**src/rtl/la_pkg.sv**
```systemverilog
// Shared types and helpers for the logic-analyser capture core.
package la_pkg;

    localparam int LA_STATE_W = 3;

    typedef enum logic [LA_STATE_W-1:0] {
        IDLE    = 3'd0,
        PRE     = 3'd1,
        WAIT    = 3'd2,
        POST    = 3'd3,
        READOUT = 3'd4
    } la_state_e;

    function automatic int la_aw(input int depth);
        return $clog2(depth);
    endfunction

endpackage

```
**src/rtl/la_trigger_match.sv**
```systemverilog
// Pattern/edge trigger compare with its own previous-sample register.
// The first sample after a restart stands in as its own predecessor, so no false edge fires.
module la_trigger_match
    import la_pkg::*;
#(
    parameter int CH_WIDTH = 8
) (
    input  logic                i_clk,
    input  logic                _mrst,
    input  logic [CH_WIDTH-1:0] i_data,
    input  logic                i_strobe,
    input  logic                i_restart,
    input  logic [CH_WIDTH-1:0] cfg_mask,
    input  logic [CH_WIDTH-1:0] cfg_value,
    input  logic [CH_WIDTH-1:0] cfg_edge,
    output logic                o_match
);

    logic [CH_WIDTH-1:0] prev_data_q, prev_data_d;
    logic                first_q, first_d;
    logic [CH_WIDTH-1:0] prev_eff;

    always_comb begin
        prev_data_d = prev_data_q;
        first_d     = first_q;
        if (i_restart) begin
            first_d = 1'b1;
        end else if (i_strobe) begin
            prev_data_d = i_data;
            first_d     = 1'b0;
        end
    end

    always_ff @(posedge i_clk) begin
        if (!_mrst) begin
            prev_data_q <= '0;
            first_q     <= 1'b0;
        end else begin
            prev_data_q <= prev_data_d;
            first_q     <= first_d;
        end
    end

    assign prev_eff = first_q ? i_data : prev_data_q;
    assign o_match  = (((i_data ^ cfg_value) & cfg_mask) == '0) &&
                      ((cfg_edge & ~prev_eff & i_data) == cfg_edge);

endmodule

```
**src/rtl/la_capture_core.sv**
```systemverilog
// Armed circular-buffer capture with pre/post-trigger window and valid/ready readout.
// Define LA_EXT_TRIG_EN to add the i_ext_trig input as an extra trigger source.
module la_capture_core
    import la_pkg::*;
#(
    parameter int  CH_WIDTH = 8,
    parameter int  DEPTH    = 256,
    localparam int AW       = la_aw(DEPTH)
) (
    input  logic                i_clk,
    input  logic                _mrst,
    input  logic [CH_WIDTH-1:0] i_data,
    input  logic                i_sample_en,
    input  logic                i_arm,
    input  logic                i_abort,
`ifdef LA_EXT_TRIG_EN
    input  logic                i_ext_trig,
`endif
    input  logic [CH_WIDTH-1:0] cfg_mask,
    input  logic [CH_WIDTH-1:0] cfg_value,
    input  logic [CH_WIDTH-1:0] cfg_edge,
    input  logic [AW-1:0]       cfg_pre,
    input  logic [AW-1:0]       cfg_post,
    output logic [2:0]          o_state,
    output logic                o_triggered,
    output logic                o_done,
    output logic [CH_WIDTH-1:0] rd_data,
    output logic                rd_valid,
    input  logic                rd_ready
);

    la_state_e           state_q, state_d;
    logic [AW-1:0]       wr_ptr_q, wr_ptr_d;
    logic [AW-1:0]       rd_ptr_q, rd_ptr_d;
    logic [AW-1:0]       cnt_q, cnt_d;
    logic [AW-1:0]       pre_q, pre_d;
    logic [AW-1:0]       post_q, post_d;
    logic [AW:0]         rd_left_q, rd_left_d;
    logic [CH_WIDTH-1:0] mask_q, mask_d;
    logic [CH_WIDTH-1:0] value_q, value_d;
    logic [CH_WIDTH-1:0] edge_q, edge_d;
    logic                triggered_q, triggered_d;
    logic                done_q, done_d;
    logic                rd_valid_q, rd_valid_d;
    logic [CH_WIDTH-1:0] rd_data_q;

    logic                wr_en, rd_en, restart, strobe;
    logic                pat_hit, trig_hit;
    logic [AW-1:0]       post_eff;
    logic [AW+1:0]       win_sum;
    logic [CH_WIDTH-1:0] buf_mem [DEPTH];

    assign strobe = i_sample_en &&
                    (state_q == PRE || state_q == WAIT || state_q == POST);

    la_trigger_match #(.CH_WIDTH(CH_WIDTH)) u_match (
        .i_clk     (i_clk),
        ._mrst     (_mrst),
        .i_data    (i_data),
        .i_strobe  (strobe),
        .i_restart (restart),
        .cfg_mask  (mask_q),
        .cfg_value (value_q),
        .cfg_edge  (edge_q),
        .o_match   (pat_hit)
    );

`ifdef LA_EXT_TRIG_EN
    logic ext_q, ext_d, ext_prev_q, ext_prev_d;

    assign ext_d      = i_ext_trig;
    assign ext_prev_d = ext_q;

    always_ff @(posedge i_clk) begin
        if (!_mrst) begin
            ext_q      <= 1'b0;
            ext_prev_q <= 1'b0;
        end else begin
            ext_q      <= ext_d;
            ext_prev_q <= ext_prev_d;
        end
    end

    assign trig_hit = pat_hit | (ext_q & ~ext_prev_q);
`else
    assign trig_hit = pat_hit;
`endif

    // The frame must fit the buffer, so an oversized post window is shortened.
    always_comb begin
        win_sum  = {2'b00, cfg_pre} + {2'b00, cfg_post} + (AW+2)'(1);
        post_eff = cfg_post;
        if (win_sum > (AW+2)'(DEPTH)) begin
            post_eff = AW'(DEPTH - 1) - cfg_pre;
        end
    end

    always_comb begin
        state_d     = state_q;
        wr_ptr_d    = wr_ptr_q;
        rd_ptr_d    = rd_ptr_q;
        cnt_d       = cnt_q;
        pre_d       = pre_q;
        post_d      = post_q;
        rd_left_d   = rd_left_q;
        mask_d      = mask_q;
        value_d     = value_q;
        edge_d      = edge_q;
        triggered_d = triggered_q;
        done_d      = 1'b0;
        rd_valid_d  = rd_valid_q;
        wr_en       = 1'b0;
        rd_en       = 1'b0;
        restart     = 1'b0;

        if (i_abort) begin
            state_d     = IDLE;
            triggered_d = 1'b0;
            rd_valid_d  = 1'b0;
        end else begin
            case (state_q)
                IDLE: begin
                    if (i_arm) begin
                        mask_d    = cfg_mask;
                        value_d   = cfg_value;
                        edge_d    = cfg_edge;
                        pre_d     = cfg_pre;
                        post_d    = post_eff;
                        rd_left_d = (AW+1)'(cfg_pre) + (AW+1)'(post_eff) + (AW+1)'(1);
                        wr_ptr_d  = '0;
                        cnt_d     = '0;
                        restart   = 1'b1;
                        state_d   = PRE;
                    end
                end
                PRE: begin
                    if (pre_q == '0) begin
                        state_d = WAIT;
                    end else if (i_sample_en) begin
                        wr_en    = 1'b1;
                        wr_ptr_d = wr_ptr_q + AW'(1);
                        cnt_d    = cnt_q + AW'(1);
                        if (cnt_q == pre_q - AW'(1)) begin
                            state_d = WAIT;
                        end
                    end
                end
                WAIT: begin
                    if (i_sample_en) begin
                        wr_en    = 1'b1;
                        wr_ptr_d = wr_ptr_q + AW'(1);
                        if (trig_hit) begin
                            // Readout starts pre_q slots before the trigger slot.
                            rd_ptr_d    = wr_ptr_q - pre_q;
                            triggered_d = 1'b1;
                            cnt_d       = '0;
                            state_d     = (post_q == '0) ? READOUT : POST;
                        end
                    end
                end
                POST: begin
                    if (i_sample_en) begin
                        wr_en    = 1'b1;
                        wr_ptr_d = wr_ptr_q + AW'(1);
                        cnt_d    = cnt_q + AW'(1);
                        if (cnt_q == post_q - AW'(1)) begin
                            state_d = READOUT;
                        end
                    end
                end
                READOUT: begin
                    rd_en = 1'b1;
                    if (!rd_valid_q) begin
                        rd_valid_d = 1'b1;
                    end else if (rd_ready) begin
                        if (rd_left_q == (AW+1)'(1)) begin
                            rd_en       = 1'b0;
                            rd_valid_d  = 1'b0;
                            done_d      = 1'b1;
                            triggered_d = 1'b0;
                            state_d     = IDLE;
                        end else begin
                            rd_ptr_d  = rd_ptr_q + AW'(1);
                            rd_left_d = rd_left_q - (AW+1)'(1);
                        end
                    end
                end
                default: state_d = IDLE;
            endcase
        end
    end

    always_ff @(posedge i_clk) begin
        if (!_mrst) begin
            state_q     <= IDLE;
            wr_ptr_q    <= '0;
            rd_ptr_q    <= '0;
            cnt_q       <= '0;
            pre_q       <= '0;
            post_q      <= '0;
            rd_left_q   <= '0;
            mask_q      <= '0;
            value_q     <= '0;
            edge_q      <= '0;
            triggered_q <= 1'b0;
            done_q      <= 1'b0;
            rd_valid_q  <= 1'b0;
        end else begin
            state_q     <= state_d;
            wr_ptr_q    <= wr_ptr_d;
            rd_ptr_q    <= rd_ptr_d;
            cnt_q       <= cnt_d;
            pre_q       <= pre_d;
            post_q      <= post_d;
            rd_left_q   <= rd_left_d;
            mask_q      <= mask_d;
            value_q     <= value_d;
            edge_q      <= edge_d;
            triggered_q <= triggered_d;
            done_q      <= done_d;
            rd_valid_q  <= rd_valid_d;
        end
    end

    always_ff @(posedge i_clk) begin
        if (wr_en) begin
            buf_mem[wr_ptr_q] <= i_data;
        end
    end

    // Re-reading the held address during a stall keeps rd_data stable.
    always_ff @(posedge i_clk) begin
        if (!_mrst) begin
            rd_data_q <= '0;
        end else if (rd_en) begin
            rd_data_q <= buf_mem[rd_ptr_d];
        end
    end

    assign o_state     = state_q;
    assign o_triggered = triggered_q;
    assign o_done      = done_q;
    assign rd_data     = rd_data_q;
    assign rd_valid    = rd_valid_q;

endmodule

```
**config.mk**
```make
export PLATFORM = sky130hd
export DESIGN_NAME = la_capture_core
export DESIGN_NICKNAME = d
export VERILOG_FILES = /design/src/rtl/la_pkg.sv /design/src/rtl/la_trigger_match.sv /design/src/rtl/la_capture_core.sv
export SDC_FILE = /design/constraint.sdc
export NUM_CORES = 2
export LEC_CHECK = 0
export ABC_AREA = 0
export CAP_MARGIN = 20
export CORE_ASPECT_RATIO = 0.7
export CORE_UTILIZATION = 30
export CTS_CLUSTER_SIZE = 28
export DETAILED_ROUTE_END_ITERATION = 10
export HOLD_SLACK_MARGIN = 0.1
export PLACE_DENSITY = 0.43
export RECOVER_POWER = 25
export SYNTH_ARGS = -nofsm -noshare
export SYNTH_HDL_FRONTEND = slang
export SYNTH_SLANG_ARGS = --single-unit
```
**constraint.sdc**
```tcl
create_clock -name i_clk -period 6.6 [get_ports i_clk]
set_input_delay 0.99 -clock i_clk [delete_from_list [all_inputs] [get_ports i_clk]]
set_output_delay 0.99 -clock i_clk [all_outputs]
set_load 0.1 [all_outputs]
```
== Yosys cells after proc, flatten, opt, wreduce, memory -nomap -nowiden ==
Memory sizes are Yosys's and may differ from the RTL's. A register that Yosys moved wholly into a read port is not among the register bits.
Index checks and enable logic that the tools add are counted.

* Reductions and logical operators: 24
* Add/subtract/negate cells: 12
* Bitwise gates (word level): 11
* $lt $le $gt $ge: 1
* Mux-type cells: 59
* Equality and inequality tests: 20

{| class="wikitable"
|+ Operator list
! cell !! count
|-
| 2-to-1 mux 8 bit || 15
|-
| 2-to-1 mux 3 bit || 12
|-
| 2-to-1 mux 9 bit || 4
|-
| one-hot mux 8 bit (4 select lines) || 1
|-
| adder 8 x 1 -> 8 bit, second input constant || 3
|-
| bitwise AND 8 bit || 3
|-
| == test 8 bit || 3
|-
| logical NOT 8 bit || 3
|-
| one-hot mux 8 bit (3 select lines) || 1
|-
| 2-to-1 mux 1 bit || 21
|-
| adder 8 x 8 -> 9 bit || 2
|-
| != test 2 bit, second input constant || 9
|-
| one-hot mux 9 bit (2 select lines) || 1
|-
| AND reduction 6 bit || 3
|-
| one-hot mux 8 bit (2 select lines) || 1
|-
| subtractor 8 x 1 -> 8 bit, second input constant || 2
|-
| one-hot mux 3 bit (5 select lines) || 1
|-
| adder 9 x 1 -> 10 bit, second input constant || 1
|-
| > comparator 10 x 9 -> 1 bit, second input constant || 1
|-
| AND reduction 10 bit || 1
|-
| adder 9 x 1 -> 9 bit, second input constant || 1
|-
| == test 9 x 1 -> 1 bit, second input constant || 1
|-
| subtractor 9 x 1 -> 9 bit, second input constant || 1
|-
| inverter 8 bit || 1
|-
| other kinds (23) || 35
|}

* Bits in registers: 88
* Logic and storage cells: 143
* Memory bits (writable): 2048
* Input port bits: 54
* Memories: 1
* Output and inout bits: 14

{| class="wikitable"
|+ Memories
! memory !! words !! bits a word !! rd ports !! clocked after memory_dff !! write ports !! RTL line !! RTL
|-
| buf_mem || 256 || 8 || 1 || 1 || 1 || la_capture_core.sv:51 || <nowiki>logic [CH_WIDTH-1:0] buf_mem [DEPTH];</nowiki>
|}

== Longest topological paths before layout ==
* Word-level depth: 10
* Mapped depth: 26
* Depth with buffers taken out: 26

== Modules after synthesis ==
A second synthesis with hierarchy kept.

* Cells, all modules: 5870
* Area, all modules: 86678.1 um^2

{| class="wikitable"
|+ By module, submodules not included
! module !! times used !! cells each !! area an instance (um^2)
|-
| la_capture_core || 1 || 5810 || 86122.6
|-
| la_trigger_match || 1 || 60 || 555.5
|}

== Worst setup path after synthesis ==
Ideal clock, no wire load.

* Path type: input port to flip-flop
* Start: input cfg_pre[0]
* End: register rd_left_q[8]
* Data required time: 6.481 ns
* Path slack: 1.201 ns
* Library setup time: 0.119 ns
* Buffers on the path: 0
* Data arrival time: 5.280 ns
* Stages on the path: 25
* Path through: inv_1 > ha_1 > inv_1 > fa_1 > a21o_1 > a21oi_1 > nand2b_1 > a21oi_1 > nand2_1 > o21ai_0 > a2bb2oi_1 > o21ai_0 > a41oi_1 > mux2i_1 > ha_1 > fa_1 > nor2b_1 > o21ai_0 > nand2b_1 > a21o_1 > a21o_1 > a21o_1 > a211oi_1 > a31oi_1 > o221a_2

* Longest elaborated chain between the ends: 8

{| class="wikitable"
|+ RTL lines
! what !! RTL line !! RTL
|-
| from (decl) || la_capture_core.sv:22 || <nowiki>input logic [AW-1:0] cfg_pre,</nowiki>
|-
| adder 8 x 8 -> 9 bit || la_capture_core.sv:91 || <nowiki>win_sum = {2'b00, cfg_pre} + {2'b00, cfg_post} + (AW+2)'(1);</nowiki>
|-
| adder 9 x 1 -> 10 bit || la_capture_core.sv:91 ||
|-
| > comparator 10 x 9 -> 1 bit || la_capture_core.sv:93 || <nowiki>if (win_sum > (AW+2)'(DEPTH)) begin</nowiki>
|-
| 2-to-1 mux 8 bit || la_capture_core.sv:93 ||
|-
| adder 8 x 8 -> 9 bit * || la_capture_core.sv:129 || <nowiki>rd_left_d = (AW+1)'(cfg_pre) + (AW+1)'(post_eff) + (AW+1)'(1);</nowiki>
|-
| adder 9 x 1 -> 9 bit * || la_capture_core.sv:129 ||
|-
| 2-to-1 mux 9 bit * || la_capture_core.sv:123 || <nowiki>if (i_arm) begin</nowiki>
|-
| one-hot mux 9 bit (2 select lines) * || la_capture_core.sv:121 || <nowiki>case (state_q)</nowiki>
|-
| to (signal assigned) || la_capture_core.sv:215 || <nowiki>rd_left_q <= rd_left_d;</nowiki>
|-
| to (decl) || la_capture_core.sv:38 || <nowiki>logic [AW:0] rd_left_q, rd_left_d;</nowiki>
|}

Every way passes the cells marked *; elsewhere a longest branch is shown, timed or not. The select of a mux whose other input is x is not followed.
A chain may end at the register's enable or synchronous reset.

== Worst setup path after layout ==
* Start: input i_data[4]
* End: register rd_data_q[3], in the netlist rd_data[3] (read register of buf_mem)

* Longest elaborated chain between the ends: 10

{| class="wikitable"
|+ RTL lines
! what !! RTL line !! RTL
|-
| from (decl) || la_capture_core.sv:12 || <nowiki>input logic [CH_WIDTH-1:0] i_data,</nowiki>
|-
| 2-to-1 mux 8 bit || la_trigger_match.sv:44 || <nowiki>assign prev_eff = first_q ? i_data : prev_data_q;</nowiki>
|-
| inverter 8 bit || la_trigger_match.sv:46 || <nowiki>((cfg_edge & ~prev_eff & i_data) == cfg_edge);</nowiki>
|-
| bitwise AND 8 bit (2 in a row) || la_trigger_match.sv:46 ||
|-
| == test 8 bit || la_trigger_match.sv:46 ||
|-
| logical AND 1 bit * || la_trigger_match.sv:45 || <nowiki>assign o_match = (((i_data ^ cfg_value) & cfg_mask) == '0) &&</nowiki>
|-
| 2-to-1 mux 8 bit * || la_capture_core.sv:152 || <nowiki>if (trig_hit) begin</nowiki>
|-
| 2-to-1 mux 8 bit * || la_capture_core.sv:149 || <nowiki>if (i_sample_en) begin</nowiki>
|-
| one-hot mux 8 bit (2 select lines) * || la_capture_core.sv:121 ||
|-
| 2-to-1 mux 8 bit * || la_capture_core.sv:116 || <nowiki>if (i_abort) begin</nowiki>
|-
| to (decl) || la_capture_core.sv:45 || <nowiki>logic [CH_WIDTH-1:0] rd_data_q;</nowiki>
|}

Every way passes the cells marked *; elsewhere a longest branch is shown, timed or not.

==> impl_metrics.toml <==
[worst_setup_path]
reg2reg_slack_ps = 190
start_kind = "input port"
path_class = "input port to register"
cp_data_required_time_ps = 7340
cp-end-kind = "register"
arrival_ps = 7300
crit_fanout = 13

[route]
avgViaCountPerCell = 5.386
ant_nets = 0
vias = 58074
drt_iter0_markers = 8154
drc_errors = 0
finalWirelength_um = 328100
wl_per_cell_um = 30.43
drt_pass1_iterations = 6

[clocking]
cts_num_sinks = 2144
hold_buffers = 0
cts_buffer_depth = 4
clkTransAtPathRegs_ps = 70
clockRootBuffer = "clkbuf_16"
cts_inserted_buffers = 214
ctsResizeCount = 0
cts_tree = "done"
htreeDepth = 4
cts_setup_buffers = 0
clock_latency_ps = 910

[sta]
skew_ps = 81.10
worst_pin_slew_ps = 5863
maxSlewHeadroom_pct = -290.9
max_freq_mhz = 152.5
hold_violations = 0
whs_ps = 474.3
fin_crit_ps = 6559
finalSetupViolations = 0
layout_worst_path_cycle_share_pct = 99.39
report.final.slew_viol_count = 912
rsz0062_at_grt = "no"

[cells_and_area]
final_area_um2 = 101800
layout_commonest_cell = "edfxtp_1"
drive_gt1_share_pct = 11.82
instances_no_fill = 10782
area_growth_pct = 15.51
regMostFlops = "buf_mem"
largest_reg_flops = 2048
layout.nets = 6837
top_regs = "buf_mem: 2048 flops, rd_left_q: 9 flops"
final_cell_mix = "2048 x edfxtp_1, 1430 x nand2_1, 440 x nand3_1, 357 x nor2_1, 350 x buf_4"
nFillCells = 28315
area.sequential_um2 = 63420
multiInputGateArea_um2 = 22510

[logic_synthesis]
seq_area_frac_synth_pct = 71.97
syn_inst = 6449
yosysWarnings = 0
ys_seq_elements = 2144
ys_types = 95
syn-cell-area_um2 = 88120
synthFlopType = "edfxtp_1"
synth_edf_count = 2048
synth_nets = 6540
async_flop_share_pct = 0
syn_avg_cell_area_um2 = 13.66

[die]
die_y_um = 455.4
die_w_um = 649.8
ios = 68
start_util_pct = 30.15
core-area_um2 = 292200
dieArea_um2 = 295900
std_cell_rows = 166

[placement]
io_buffers = 67
gp_congestion = 0.8668
placed_cells = 10389
placed_area_um2 = 95270
hpwlAfterDp_um = 211800

[min_path]
hold_class = "register to register"

[run_status]
status = "complete, but fails checks"
violations = "capacitance limit, slew limit"

[power]
peakVddDrop_uv = 196.7
powerDensity_nw_per_um2 = 284.6
p_leak_nw = 33.32

[global_route]
grtUsageTotal_pct = 21.48
grt_pass1_wl_um = 451100
grt_max_degree = 170
grt_pass1_vias = 54256
antenna_found_initial = 34
overflow = 0

[flow_run]
cap_violations = 14
logic make-up (layout without fill, tap and decap cells):
logic type,after synthesis,after routing,synth area share (%)
simple gates,2604,2604,12.93
flops,2144,2144,71.97
compound gates,824,824,6.548
buf+inv,439,901,2.763
mux,345,345,4.683
xor+xnor,56,56,0.5566
fa+ha+maj,37,37,0.5509
other cells,0,7,0
worst max-delay path, stage by stage:
cell and delay (ps):
clkbuf_1 800, or3b_1 430, a22oi_2 210, nand4_2 320, nor4_4 620, o211ai_4 450, nor2_4 910, buf_4 410
a32oi_1 260, and3_1 280, a31oi_1 270, o211ai_1 270, nor4_1 650, buf_4 290, nor4_2 60
path summary, 6_finish.rpt:
path | start | endpoint | cells past startpoint
hold / removal | mask_q[0] | mask_q[0] | 2
setup reg to reg | rd_left_q[0] | rd_data[3] | 15
hold reg to reg | mask_q[0] | mask_q[0] | 2
setup / recovery | i_data[4] | rd_data[3] | 15
per-layer routing:
metal	wire, µm	track usage (%)	vias up
met4	5598	3.796	2
met5	19	0	-
met1	158400	33.84	30409
li1	-	-	24858
met3	29130	4.779	329
met2	135000	30.06	2476
cell usage after synthesis, types with 21 or more instances:
cell type     n  share of area (%)
mux4_2       53                1.4
a21oi_1     226                1.3
a31oi_1      76               0.54
mux2i_1     284                3.2
xnor2_1      29               0.29
edfxtp_1   2048                 70
nor3_1       40               0.23
and3_1       84               0.60
nand4_1      67               0.48
buf_2       145               0.82
ha_1         34               0.48
a32oi_1     128                1.3
inv_1        37               0.16
nor4_1       30               0.21
o22ai_1      23               0.16
buf_4        74               0.63
a22oi_1      29               0.25
a211oi_1     26               0.22
dfxtp_1      96                2.2
nor2_1      366                1.6
xor2_1       27               0.27
nand2_1    1435                6.1
a21boi_0     35               0.30
buf_6        37               0.47
nand3_1     444                2.5
a311oi_1     39               0.39
nor2b_1      21               0.15
o21ai_0      77               0.44
clkbuf_1    122               0.52
per-stage QoR:
step / TNS, ps / total power [W] / utilization, % / setup slack [ps]
floorplan: 0 / 0.01595 / - / 1201
global placement: -542.7 / 0.01716 / 32.58 / -387.6
detailed placement: -19.54 / 0.01716 / 32.60 / -19.54
CTS: 0 / 0.02912 / 34.86 / 490.5
global route: 0 / 0.02971 / 34.83 / 183.1
finish: 0 / 0.02897 / 34.83 / 40.56
power breakdown:
group | switching, W | internal, W
clock | 0.00537 | 0.00667
combinational | 0.00149 | 0.000482
sequential | 0.0000326 | 0.0149
final cells by class:
class / instances / area share [%]
Tap cell: 3864 / 4.750
Antenna cell: 7 / 0.01721
Sequential cell: 2144 / 62.31
Clock buffer: 284 / 5.679
Inverter: 37 / 0.1364
Clock inverter: 97 / 0.8076
Multi-Input combinational cell: 3866 / 22.11
Timing Repair Buffer: 483 / 4.192
(Power assumes the default switching activity.)
